## src/rtl/afifo_pkg.sv

```systemverilog
// Helpers shared by both controllers of the asynchronous FIFO.
// Functions work on a wide container; callers cut the result to their pointer width.
package afifo_pkg;

    localparam int PTR_MAX = 32;
    typedef logic [PTR_MAX-1:0] ptr_wide_t;

    function automatic int unsigned fifo_depth(input int unsigned addrsize);
        return 32'd1 << addrsize;
    endfunction

    function automatic ptr_wide_t bin2gray(input ptr_wide_t b);
        return b ^ (b >> 1);
    endfunction

    function automatic ptr_wide_t gray2bin(input ptr_wide_t g);
        ptr_wide_t b;
        b = g;
        for (int i = 1; i < PTR_MAX; i++) begin
            b = b ^ (g >> i);
        end
        return b;
    endfunction

endpackage

```

## src/rtl/afifo_wr_ctrl_if.sv

```systemverilog
// Write-side bundle: producer requests, read pointer from the other domain,
// and the controller's RAM/flag outputs.
interface afifo_wr_ctrl_if #(parameter int ADDRSIZE = 8);
    logic                wr_en;
    logic                clr_ovf;
    logic [ADDRSIZE:0]   rptr_gray;
    logic [ADDRSIZE-1:0] waddr;
    logic                wram_we;
    logic [ADDRSIZE:0]   wptr_gray;
    logic                full;
    logic                almost_full;
    logic [ADDRSIZE:0]   wr_count;
    logic                overflow;

    modport master (
        output wr_en, clr_ovf, rptr_gray,
        input  waddr, wram_we, wptr_gray, full, almost_full, wr_count, overflow
    );

    modport slave (
        input  wr_en, clr_ovf, rptr_gray,
        output waddr, wram_we, wptr_gray, full, almost_full, wr_count, overflow
    );
endinterface

```

## src/rtl/afifo_wr_ctrl_sync_2ff.sv

```systemverilog
// Two-flop synchronizer for a Gray-coded pointer crossing into clk.
// Only one bit changes per step, so a metastable sample resolves to old or new.
module sync_2ff #(
    parameter int WIDTH = 4
) (
    input  logic             clk,
    input  logic             rst_n,
    input  logic [WIDTH-1:0] d,
    output logic [WIDTH-1:0] q
);

    logic [WIDTH-1:0] meta_reg;
    logic [WIDTH-1:0] sync_reg;

    always_ff @(posedge clk or negedge rst_n) begin
        if (!rst_n) begin
            meta_reg <= '0;
            sync_reg <= '0;
        end else begin
            meta_reg <= d;
            sync_reg <= meta_reg;
        end
    end

    assign q = sync_reg;

endmodule

```

## src/rtl/afifo_wr_ctrl.sv

```systemverilog
// Write-domain controller of the async FIFO: write pointer, RAM write strobe,
// and full / almost_full / fill / sticky overflow flags against the synced read pointer.
module afifo_wr_ctrl
    import afifo_pkg::*;
#(
    parameter int ADDRSIZE  = 8,
    parameter int AF_MARGIN = 4
) (
    input logic            clk,
    input logic            rst_n,
    afifo_wr_ctrl_if.slave bus
);

    localparam int PW    = ADDRSIZE + 1;
    localparam int DEPTH = int'(fifo_depth(ADDRSIZE));
    localparam logic [PW-1:0] AF_LEVEL = PW'(DEPTH - AF_MARGIN);

    logic [PW-1:0] wbin_reg;
    logic [PW-1:0] wgray_reg;
    logic [PW-1:0] wr_count_reg;
    logic          full_reg;
    logic          almost_full_reg;
    logic          overflow_reg;

    logic [PW-1:0] wbin_next;
    logic [PW-1:0] wgray_next;
    logic [PW-1:0] rq2;
    logic [PW-1:0] rbin;
    logic [PW-1:0] fill_next;
    logic [PW-1:0] full_match;
    logic          winc;

    sync_2ff #(.WIDTH(PW)) u_rptr_sync (
        .clk   (clk),
        .rst_n (rst_n),
        .d     (bus.rptr_gray),
        .q     (rq2)
    );

    // Full when the next write pointer is one lap ahead of the read pointer:
    // in Gray that is the read pointer with its two top bits inverted.
    always_comb begin
        winc       = bus.wr_en & ~full_reg;
        wbin_next  = wbin_reg + PW'(winc);
        wgray_next = PW'(bin2gray(ptr_wide_t'(wbin_next)));
        rbin       = PW'(gray2bin(ptr_wide_t'(rq2)));
        fill_next  = wbin_next - rbin;
        full_match = {~rq2[PW-1:PW-2], rq2[PW-3:0]};
    end

    always_ff @(posedge clk or negedge rst_n) begin
        if (!rst_n) begin
            wbin_reg        <= '0;
            wgray_reg       <= '0;
            wr_count_reg    <= '0;
            full_reg        <= 1'b0;
            almost_full_reg <= 1'b0;
            overflow_reg    <= 1'b0;
        end else begin
            wbin_reg        <= wbin_next;
            wgray_reg       <= wgray_next;
            wr_count_reg    <= fill_next;
            full_reg        <= (wgray_next == full_match);
            almost_full_reg <= (fill_next >= AF_LEVEL);
            // A rejected write outranks a simultaneous clear.
            if (bus.wr_en && full_reg) begin
                overflow_reg <= 1'b1;
            end else if (bus.clr_ovf) begin
                overflow_reg <= 1'b0;
            end
        end
    end

    assign bus.waddr       = wbin_reg[ADDRSIZE-1:0];
    assign bus.wram_we     = winc;
    assign bus.wptr_gray   = wgray_reg;
    assign bus.full        = full_reg;
    assign bus.almost_full = almost_full_reg;
    assign bus.wr_count    = wr_count_reg;
    assign bus.overflow    = overflow_reg;

endmodule

```

## src/flat_wrapper.sv

```systemverilog
// flat-port wrapper written by rule: the top's interface ports become plain ports
module afifo_wr_ctrl_flat import afifo_pkg::*;
#(
    parameter int ADDRSIZE  = 8,
    parameter int AF_MARGIN = 4
)
  (clk, rst_n, bus_wr_en, bus_clr_ovf, bus_rptr_gray, bus_waddr, bus_wram_we, bus_wptr_gray, bus_full, bus_almost_full, bus_wr_count, bus_overflow);
  afifo_wr_ctrl_if #(.ADDRSIZE(ADDRSIZE)) bus_i ();
  input logic clk;
  input logic rst_n;
  input wire logic [$bits(bus_i.wr_en)-1:0] bus_wr_en;
  input wire logic [$bits(bus_i.clr_ovf)-1:0] bus_clr_ovf;
  input wire logic [$bits(bus_i.rptr_gray)-1:0] bus_rptr_gray;
  output wire logic [$bits(bus_i.waddr)-1:0] bus_waddr;
  output wire logic [$bits(bus_i.wram_we)-1:0] bus_wram_we;
  output wire logic [$bits(bus_i.wptr_gray)-1:0] bus_wptr_gray;
  output wire logic [$bits(bus_i.full)-1:0] bus_full;
  output wire logic [$bits(bus_i.almost_full)-1:0] bus_almost_full;
  output wire logic [$bits(bus_i.wr_count)-1:0] bus_wr_count;
  output wire logic [$bits(bus_i.overflow)-1:0] bus_overflow;
  assign bus_i.wr_en = bus_wr_en;
  assign bus_i.clr_ovf = bus_clr_ovf;
  assign bus_i.rptr_gray = bus_rptr_gray;
  assign bus_waddr = bus_i.waddr;
  assign bus_wram_we = bus_i.wram_we;
  assign bus_wptr_gray = bus_i.wptr_gray;
  assign bus_full = bus_i.full;
  assign bus_almost_full = bus_i.almost_full;
  assign bus_wr_count = bus_i.wr_count;
  assign bus_overflow = bus_i.overflow;
  afifo_wr_ctrl #(.ADDRSIZE(ADDRSIZE), .AF_MARGIN(AF_MARGIN)) u_core (.clk(clk), .rst_n(rst_n), .bus(bus_i));
endmodule
```

## config.mk

```make
export PLATFORM = sky130hd
export DESIGN_NAME = afifo_wr_ctrl_flat
export DESIGN_NICKNAME = d
export VERILOG_FILES = /design/src/rtl/afifo_pkg.sv /design/src/rtl/afifo_wr_ctrl_if.sv /design/src/rtl/afifo_wr_ctrl_sync_2ff.sv /design/src/rtl/afifo_wr_ctrl.sv /design/src/flat_wrapper.sv
export SDC_FILE = /design/constraint.sdc
export NUM_CORES = 1
export LEC_CHECK = 0
export ABC_AREA = 1
export BUFFER_PORTS_ARGS = -buffer_cell sky130_fd_sc_hd__buf_2
export CELL_PAD_IN_SITES_DETAIL_PLACEMENT = 1
export CELL_PAD_IN_SITES_GLOBAL_PLACEMENT = 1
export CORE_UTILIZATION = 42
export DETAILED_ROUTE_END_ITERATION = 16
export GPL_TIMING_DRIVEN = 1
export PLACE_DENSITY_LB_ADDON = 0.1
export SETUP_SLACK_MARGIN = 0.15
export SYNTH_ARGS = -nofsm -noshare
export SYNTH_HDL_FRONTEND = slang
export SYNTH_SLANG_ARGS = --single-unit
```

## constraint.sdc

```tcl
create_clock -name clk -period 3.55 [get_ports clk]
set_input_delay 0.5325 -clock clk [delete_from_list [all_inputs] [get_ports clk]]
set_output_delay 0.5325 -clock clk [all_outputs]
set_load 0.005 [all_outputs]
```

==> results of run 1 <==
kinds of logic (layout without fill, tap and decap cells):
family                   after synthesis  in the layout  synth area share
AO/OA/AOI/OAI                         11             11            0.0261
AND/OR/NAND/NOR                      132            132             0.251
flip-flops                            47             47             0.491
buffers and inverters                 39             90            0.0612
adder cells (fa/ha/maj)               11             11            0.0606
XOR/XNOR                              24             24             0.110
synth_stat cells (2+ instances only):
master / count
a21oi_1: 6
dfrtp_1: 47
ha_1: 10
inv_1: 36
inv_2: 3
nand2_1: 72
nand2_2: 9
nand3_1: 26
nand4_1: 5
nor2_1: 13
nor2_4: 2
xnor2_1: 6
xnor2_2: 2
xor2_1: 11
xor2_2: 5
how the worst max path moves through the flow:
stage / startpoint / end / slack, ns / depth (start not counted)
2_1_floorplan: bus_wr_en / u_core.bus.almost_full$_DFF_PN0_ / 0.83 / 14
3_3_place_gp: bus_wr_en / u_core.bus.almost_full$_DFF_PN0_ / 0.58 / 16
3_5_place_dp: bus_wr_en / u_core.bus.almost_full$_DFF_PN0_ / 0.47 / 16
4_1_cts: u_core.u_rptr_sync.q[3]$_DFF_PN0_ / u_core.bus.wr_count[8]$_DFF_PN0_ / 0.60 / 13
5_1_grt: u_core.bus.full$_DFF_PN0_ / u_core.bus.wr_count[8]$_DFF_PN0_ / 0.43 / 12
6_report: u_core.u_rptr_sync.q[3]$_DFF_PN0_ / u_core.bus.wr_count[8]$_DFF_PN0_ / 0.62 / 13
critical path, cell delays in order (launching register included):
cell and delay (ns):
dfrtp_1 0.44, xnor2_1 0.33, xor2_1 0.30, xor2_1 0.23, xnor2_1 0.10, inv_1 0.07, ha_1 0.14, inv_1 0.08
fa_1 0.43, nand4_1 0.11, o211ai_1 0.13, a21oi_1 0.20, xnor2_1 0.17, inv_1 0.07
layout by cell type, fill, tap and decap left out:
cell	netlist	layout
o21ai_0	1	1
clkinvlp_4	0	1
fa_1	1	1
o21ai_1	1	1
a21oi_1	6	6
buf_4	0	1
nand2_1	72	72
xor2_2	5	5
xor2_1	11	11
xnor2_2	2	2
nor2_2	1	1
or2_2	1	1
o21bai_1	1	1
nand4_1	5	5
nand2_4	1	1
xnor2_1	6	6
dfrtp_1	47	47
nand3_1	26	26
bufinv_16	0	2
o211ai_1	1	1
ha_1	10	10
buf_2	0	42
nand3_2	1	1
nor2_1	13	13
nand2_2	9	9
inv_1	36	36
nand3b_1	1	1
nor2_4	2	2
clkbuf_8	0	5
o21a_1	1	1
inv_2	3	3
power by group:
part	internal, mW	total, mW	switching (mW)
registers	0.713	0.810	0.0968
clock network	0.281	0.467	0.186
logic	0.552	1.46	0.907
total	1.55	2.74	1.19
layout make-up:
type	count	area (sq um)	share of cell area
inverter	39	146	0.0516
multi-input combinational	178	1070	0.377
tap	72	90.1	0.0317
sequential	47	1180	0.414
clock inverter	3	67.6	0.0238
timing repair buffer	43	218	0.0767
clock buffer	5	68.8	0.0243
metal layers:
layer	global-route usage	vias up	routed length, microns	part of all wire
li1	-	909	-	-
met1	0.264	902	2470	0.46
met2	0.341	26	2660	0.50
met3	0.0329	6	123	0.023
met4	0.0566	0	68	0.013
met5	0	-	0	0
==> impl_metrics.json, run 1 <==
{
  "outcome": "complete, no violations",
  "synthArstFlopShare": 1.00,
  "grt.total_usage": 0.201,
  "post_cts_buffers": 0,
  "worstHoldStart": "bus_rptr_gray[5]",
  "numCtsBuffers": 5,
  "clockBufferDepth": 2,
  "tns_ns": 0,
  "reg2reg_depth": 13,
  "diodes": 0,
  "setup_viol": 0,
  "clock_sinks": 47,
  "fin_util": 0.515,
  "placedCellCount": 379,
  "grt_overflow": 0,
  "netlist_area_sq_um": 2390,
  "drv_cap": 0,
  "start_util": 0.435,
  "netlist.area_leader.share": 0.491,
  "rr_startpoint": "u_core.u_rptr_sync.q[3]$_DFF_PN0_",
  "hold_buffers": 0,
  "path_clk_slew_ns": 0.09,
  "synth_area_leaders": "dfrtp_1 (49%), nand2_1 (11%), inv_1 (5.6%), nand3_1 (5.4%), ha_1 (5.2%)",
  "syn_inst": 264,
  "powerDensity_nw_per_um2": 964,
  "hold_path.class": "input pin to register",
  "gp_congestion": 0.766,
  "grt_pass1_vias": 1922,
  "coreArea_sq_um": 5510,
  "critical_path_class": "register to register",
  "ys.flop_type": "dfrtp_1",
  "tritoncts": "built",
  "num-nets-final": 338,
  "port_buffers": 42,
  "holdPathStages": 1,
  "avgSynthCellArea_sq_um": 9.07,
  "layout_min_cycle_time_ns": 2.93,
  "via_per_inst": 4.76,
  "synth_top_cell_by_area": "dfrtp_1",
  "row_count": 27,
  "synth-seq-cells": 47,
  "hpwl_microns": 4140,
  "rsz0062_at_grt": "no",
  "final_area_sq_um": 2840,
  "routed_wirelength_microns": 5320,
  "clkLatencyLatePin_ns": 0.31,
  "ant_nets": 0,
  "hold_viol": 0,
  "crit_path_end_kind": "register",
  "grt_max_degree": 48,
  "tightest_slew_ns": 1.06,
  "skew_ns": 0.0134,
  "critPathArrivalTime_ns": 3.12,
  "required_ns": 3.73,
  "holdPathEnd": "u_core.u_rptr_sync.meta_reg[5]$_DFF_PN0_",
  "rrSetupSlack_ns": 0.62,
  "grt_antenna_before_repair": 0,
  "ir_drop_mv": 0.462,
  "cts-resized-gates": 0,
  "synth_edf_count": 0,
  "timing.hold.ws_ns": 0.329,
  "die_y_microns": 77.5,
  "drt_pre_antenna_iters": 4,
  "slew_headroom": 0.291,
  "cp-start-kind": "register",
  "synth-seq-area-share": 0.491,
  "drtIter0Drc": 92,
  "fmax_ghz": 0.341,
  "r2r-end": "u_core.bus.wr_count[8]$_DFF_PN0_",
  "post-place-ws_ns": 0.465,
  "htreeDepth": 2,
  "cp_max_fo": 4,
  "drc_errors": 0,
  "ioPinCount": 43,
  "die-area_sq_um": 6000,
  "yosys_warnings": 0,
  "drive_above_1_share": 0.241,
  "worst_slack_ns": 0.617,
  "die_x_microns": 77.5,
  "vias": 1843,
  "clock-root-buffer": "clkbuf_8",
  "maxSlewViolCount": 0,
  "grt_pass1_wl_microns": 9310,
  "area_growth_syn_to_layout_pct": 18.6,
  "ys_types": 26,
  "layout.cells.non_filler": 387,
  "placed_area_sq_um": 2700,
  "wl_per_cell_microns": 13.7,
  "fill_cells": 678,
  "timing.final.crit_share": 0.826,
  "leakage_nw": 1.50,
  "power_mw": 2.74,
  "synth.net_count": 288
}
No activity file was read; power rests on OpenSTA's default activity.
==> inputs of run 2 (changes only) <==
clock period = 2.9 ns   (was 3.55 ns; I/O delays follow)
==> impl_metrics.json, run 2 (synthesis results as in run 1) <==
{
  "gp_congestion": 0.786,
  "die-area_sq_um": 6000,
  "fmax_ghz": 0.383,
  "layout_min_cycle_time_ns": 2.61,
  "grt_pass1_wl_microns": 9640,
  "tightest_slew_ns": 1.05,
  "clockBufferDepth": 2,
  "numCtsBuffers": 5,
  "via_per_inst": 4.85,
  "drtIter0Drc": 75,
  "die_x_microns": 77.5,
  "holdPathEnd": "u_core.u_rptr_sync.meta_reg[5]$_DFF_PN0_",
  "rsz0062_at_grt": "yes",
  "clock-root-buffer": "clkbuf_8",
  "skew_ns": 0.00668,
  "mostFrequentLayoutCell": "nand2_1",
  "drt_pre_antenna_iters": 4,
  "worst_slack_ns": 0.287,
  "r2r-end": "u_core.bus.almost_full$_DFF_PN0_",
  "clock_sinks": 47,
  "cp_slowest_cell": "dfrtp_1",
  "drv_cap": 0,
  "post-place-ws_ns": -0.0228,
  "met1_usage": 0.249,
  "path_clk_slew_ns": 0.09,
  "leakage_nw": 1.57,
  "drc_errors": 0,
  "clkLatencyLatePin_ns": 0.30,
  "grt_use_met2": 0.364,
  "drive_above_1_share": 0.327,
  "critPathArrivalTime_ns": 2.80,
  "start_util": 0.435,
  "htreeDepth": 2,
  "critical_path_class": "register to register",
  "required_ns": 3.09,
  "ioPinCount": 43,
  "tritoncts": "built",
  "timing.final.crit_share": 0.901,
  "hold_path.class": "input pin to register",
  "tns_ns": 0,
  "top_usage_layer": "met2",
  "rr_startpoint": "u_core.bus.full$_DFF_PN0_",
  "worstPathCellList": "nor2_2, ha_4, ha_2, nand3_2, xor2_2, ha_1, nand2_1, inv_1, nand4_1, o211ai_1, a21oi_2, xnor2_2, nand2_1",
  "ant_nets": 0,
  "worstHoldStart": "bus_rptr_gray[5]",
  "final_cell_mix": "nand2_1 (72), buf_2 (42), dfrtp_1 (42)",
  "grt_overflow": 0,
  "outcome": "complete, no violations",
  "vias": 1949,
  "num-nets-final": 353,
  "setup_viol": 0,
  "holdPathStages": 1,
  "maxSlewViolCount": 0,
  "diodes": 0,
  "cp-start-kind": "register",
  "coreArea_sq_um": 5510,
  "area_growth_syn_to_layout_pct": 26.6,
  "grt_pass1_vias": 2085,
  "slew_headroom": 0.303,
  "ir_drop_mv": 0.544,
  "routed_wirelength_microns": 5720,
  "cp_max_fo": 6,
  "max_stage_delay_ns": 0.42,
  "hold_viol": 0,
  "cpMostUsedCell": "nand2_1",
  "port_buffers": 42,
  "rrSetupSlack_ns": 0.29,
  "die_y_microns": 77.5,
  "hpwl_microns": 4200,
  "row_count": 27,
  "powerDensity_nw_per_um2": 1150,
  "grt.total_usage": 0.209,
  "reg2reg_depth": 13,
  "grt_max_degree": 48,
  "crit_path_end_kind": "register",
  "grt_antenna_before_repair": 0,
  "grtUsageMet3": 0.0388,
  "wl_per_cell_microns": 14.2
}
-- run 2: cell count changes in the layout (fill, tap and decap cells not counted), moves of 2 or more --
| cell | previous run | this run |
|---|---|---|
| buf_4 | 1 | 16 |
| a21oi_1 | 6 | 4 |
| ha_1 | 10 | 7 |
| xnor2_4 | 0 | 2 |
| a21oi_2 | 0 | 2 |
| ha_2 | 0 | 2 |
| dfrtp_2 | 0 | 5 |
| xor2_1 | 11 | 9 |
| xnor2_1 | 6 | 4 |
| dfrtp_1 | 47 | 42 |
-- run 2: stage by stage --
step           hold slack, ns  power [mW]  cell area [sq um]   util  cells
2_1_floorplan           0.139        2.23               2390      -    264
3_3_place_gp            0.331        2.80               2750  0.500    386
3_5_place_dp            0.336        2.86               2750  0.500    386
4_1_cts                 0.223        3.39               2910  0.529    394
5_1_grt                 0.216        3.81               3030  0.550    402
6_report                0.231        3.48               3030  0.550    402
-- run 2: layer usage --
layer  share of wire  up-vias
li1                -      942
met1            0.43      955
met2            0.51       38
met3           0.024       14
met4           0.031        0
met5               0        -
-- run 2: area by class of cell --
type,instances,area (sq um)
multi-input combinational,178,1160
timing repair buffer,58,330
clock inverter,3,46.3
fill,678,2480
tap,72,90.1
sequential,47,1180
clock buffer,5,68.8
inverter,39,146
-- run 2: worst max path at each step --
| stage | start | endpoint | slack (ns) | cells past startpoint |
|---|---|---|---|---|
| 2_1_floorplan | bus_wr_en | u_core.bus.almost_full$_DFF_PN0_ | 0.28 | 14 |
| 3_3_place_gp | bus_wr_en | u_core.bus.almost_full$_DFF_PN0_ | 0.12 | 18 |
| 3_5_place_dp | bus_wr_en | u_core.bus.almost_full$_DFF_PN0_ | -0.02 | 15 |
| 4_1_cts | u_core.u_rptr_sync.q[7]$_DFF_PN0_ | u_core.bus.almost_full$_DFF_PN0_ | 0.15 | 13 |
| 5_1_grt | u_core.bus.full$_DFF_PN0_ | u_core.bus.almost_full$_DFF_PN0_ | 0.05 | 16 |
| 6_report | u_core.bus.full$_DFF_PN0_ | u_core.bus.almost_full$_DFF_PN0_ | 0.29 | 13 |
-- run 2: where the power goes --
part           internal [mW]  switching (mW)
Combinational          0.794            1.19
Sequential             0.874           0.129
Clock                  0.260           0.234
-- run 2: what timing repair did --
item / in CTS / in global routing
setup buffers: 0 / 8
resized for setup: 7 / 14
pin swaps: 3 / 8
hold buffers: 0 / 0
cloned: 0 / 0
endpoints found under the setup margin: 2 / 3
-- run 2: worst max-delay path: cells and delay by family, from the launching register on --
family,cells,cell delay (ns)
simple gates,5,0.58
flops,1,0.42
buf+inv,1,0.05
xor+xnor,2,0.32
fa+ha+maj,3,0.78
compound gates,2,0.36
==> inputs of run 3 (changes only) <==
CORE_ASPECT_RATIO = 1.2   (was default)
==> impl_metrics.json, run 3 (synthesis results as in run 1) <==
{
  "row_count": 29,
  "maxSlewViolCount": 0,
  "clockBufferDepth": 2,
  "drv_cap": 0,
  "hold_viol": 0,
  "tns_ns": 0,
  "leakage_nw": 1.58,
  "slew_headroom": 0.325,
  "gp_congestion": 0.742,
  "critical_path_class": "register to register",
  "powerDensity_nw_per_um2": 1150,
  "die-area_sq_um": 6010,
  "via_per_inst": 4.95,
  "final_cell_mix": "nand2_1 (72), buf_2 (42), dfrtp_1 (41)",
  "area_growth_syn_to_layout_pct": 26.3,
  "diodes": 0,
  "ioPinCount": 43,
  "path_clk_slew_ns": 0.08,
  "hold_buffers": 0,
  "numCtsBuffers": 5,
  "drt_pre_antenna_iters": 6,
  "placedCellCount": 374,
  "rsz0062_at_grt": "yes",
  "drive_above_1_share": 0.345,
  "outcome": "complete, no violations",
  "timing.final.crit_share": 0.934,
  "multi_input_comb_area_sq_um": 1170,
  "clkLatencyLatePin_ns": 0.30,
  "tritoncts": "built",
  "fmax_ghz": 0.369,
  "routed_wirelength_microns": 5850,
  "drc_errors": 0,
  "ir_drop_mv": 0.558,
  "cp_max_fo": 3,
  "start_util": 0.446,
  "layout_min_cycle_time_ns": 2.71,
  "grt_overflow": 0,
  "grt_max_degree": 48,
  "wl_per_cell_microns": 14.8,
  "clock_sinks": 47,
  "fill_cells": 643,
  "cp-start-kind": "register",
  "num-nets-final": 357,
  "ant_nets": 0,
  "critPathArrivalTime_ns": 2.90,
  "grt_antenna_before_repair": 0,
  "clock-root-buffer": "clkbuf_8",
  "grt_pass1_vias": 1945,
  "setup_viol": 0,
  "layout.cells.non_filler": 395,
  "crit_path_end_kind": "register",
  "regArea_sq_um": 1180,
  "tightest_slew_ns": 1.01,
  "mostFrequentLayoutCell": "nand2_1",
  "vias": 1954,
  "grt_pass1_wl_microns": 9200,
  "required_ns": 3.09,
  "drtIter0Drc": 51,
  "coreArea_sq_um": 5370,
  "skew_ns": 0.00583,
  "grt.total_usage": 0.202,
  "die_y_microns": 84.7,
  "hold_path.class": "input pin to register",
  "htreeDepth": 2,
  "die_x_microns": 70.9,
  "hpwl_microns": 4320,
  "port_buffers": 42
}
## run 3: critical path, stage by stage, from the launching register on
cell and delay, ns:
dfrtp_2 0.43, xnor2_2 0.20, xor2_1 0.27, xor2_1 0.22, xnor2_1 0.09, inv_1 0.07, ha_2 0.17, inv_2 0.05
fa_2 0.42, nand4_1 0.10, o211ai_1 0.15, a21oi_2 0.21, xnor2_2 0.14, nand2_1 0.07
## run 3: final cells by class
type                            instances  share of cell area
Clock buffer                            6              0.0273
Clock inverter                          1             0.00166
Inverter                               39              0.0484
Multi-Input combinational cell        178               0.386
Sequential cell                        47               0.392
Tap cell                               62              0.0257
Timing Repair Buffer                   62               0.119
## run 3: metrics by stage
stage	utilization	setup slack, ns	hold WS (ns)	total power, mW	cell area, sq um
global route	0.563	-0.0153	0.224	3.79	3020
finish	0.563	0.192	0.238	3.48	3020
global placement	0.508	0.130	0.332	2.79	2730
floorplan	-	0.281	0.139	2.23	2390
CTS	0.529	0.164	0.233	3.30	2840
detailed placement	0.508	-0.0173	0.336	2.86	2730
## run 3: what timing repair did
action | CTS | global route
gates resized for setup | 3 | 21
hold endpoints to repair | 0 | 0
pin swaps | 2 | 23
setup endpoints to repair | 2 | 3
buffers inserted | 2 | 12
## run 3: path summary, 6_finish.rpt
path                                                             to                                     start  cells past startpoint  slack (ns)
setup / recovery                   u_core.bus.almost_full$_DFF_PN0_         u_core.u_rptr_sync.q[2]$_DFF_PN0_                     13        0.19
hold / removal             u_core.u_rptr_sync.meta_reg[4]$_DFF_PN0_                          bus_rptr_gray[4]                      1        0.24
setup reg to reg                   u_core.bus.almost_full$_DFF_PN0_         u_core.u_rptr_sync.q[2]$_DFF_PN0_                     13        0.19
hold reg to reg                   u_core.u_rptr_sync.q[0]$_DFF_PN0_  u_core.u_rptr_sync.meta_reg[0]$_DFF_PN0_                      0        0.35
max in group asynchronous         u_core.u_rptr_sync.q[7]$_DFF_PN0_                                     rst_n                      1        1.90
min in group asynchronous  u_core.u_rptr_sync.meta_reg[3]$_DFF_PN0_                                     rst_n                      1        0.31
## run 3: routing by layer
metal,up-vias,track usage,share of wire
li1,952,-,-
met3,11,0.0396,0.025
met1,959,0.245,0.43
met2,32,0.355,0.53
met4,0,0.0709,0.017
met5,-,0,0
## run 3: power breakdown
part           total [mW]  internal, mW  leakage [nW]  switching, mW
sequential           1.01         0.874         0.542          0.131
combinational        2.08         0.846         0.987           1.23
clock               0.398         0.187        0.0470          0.211
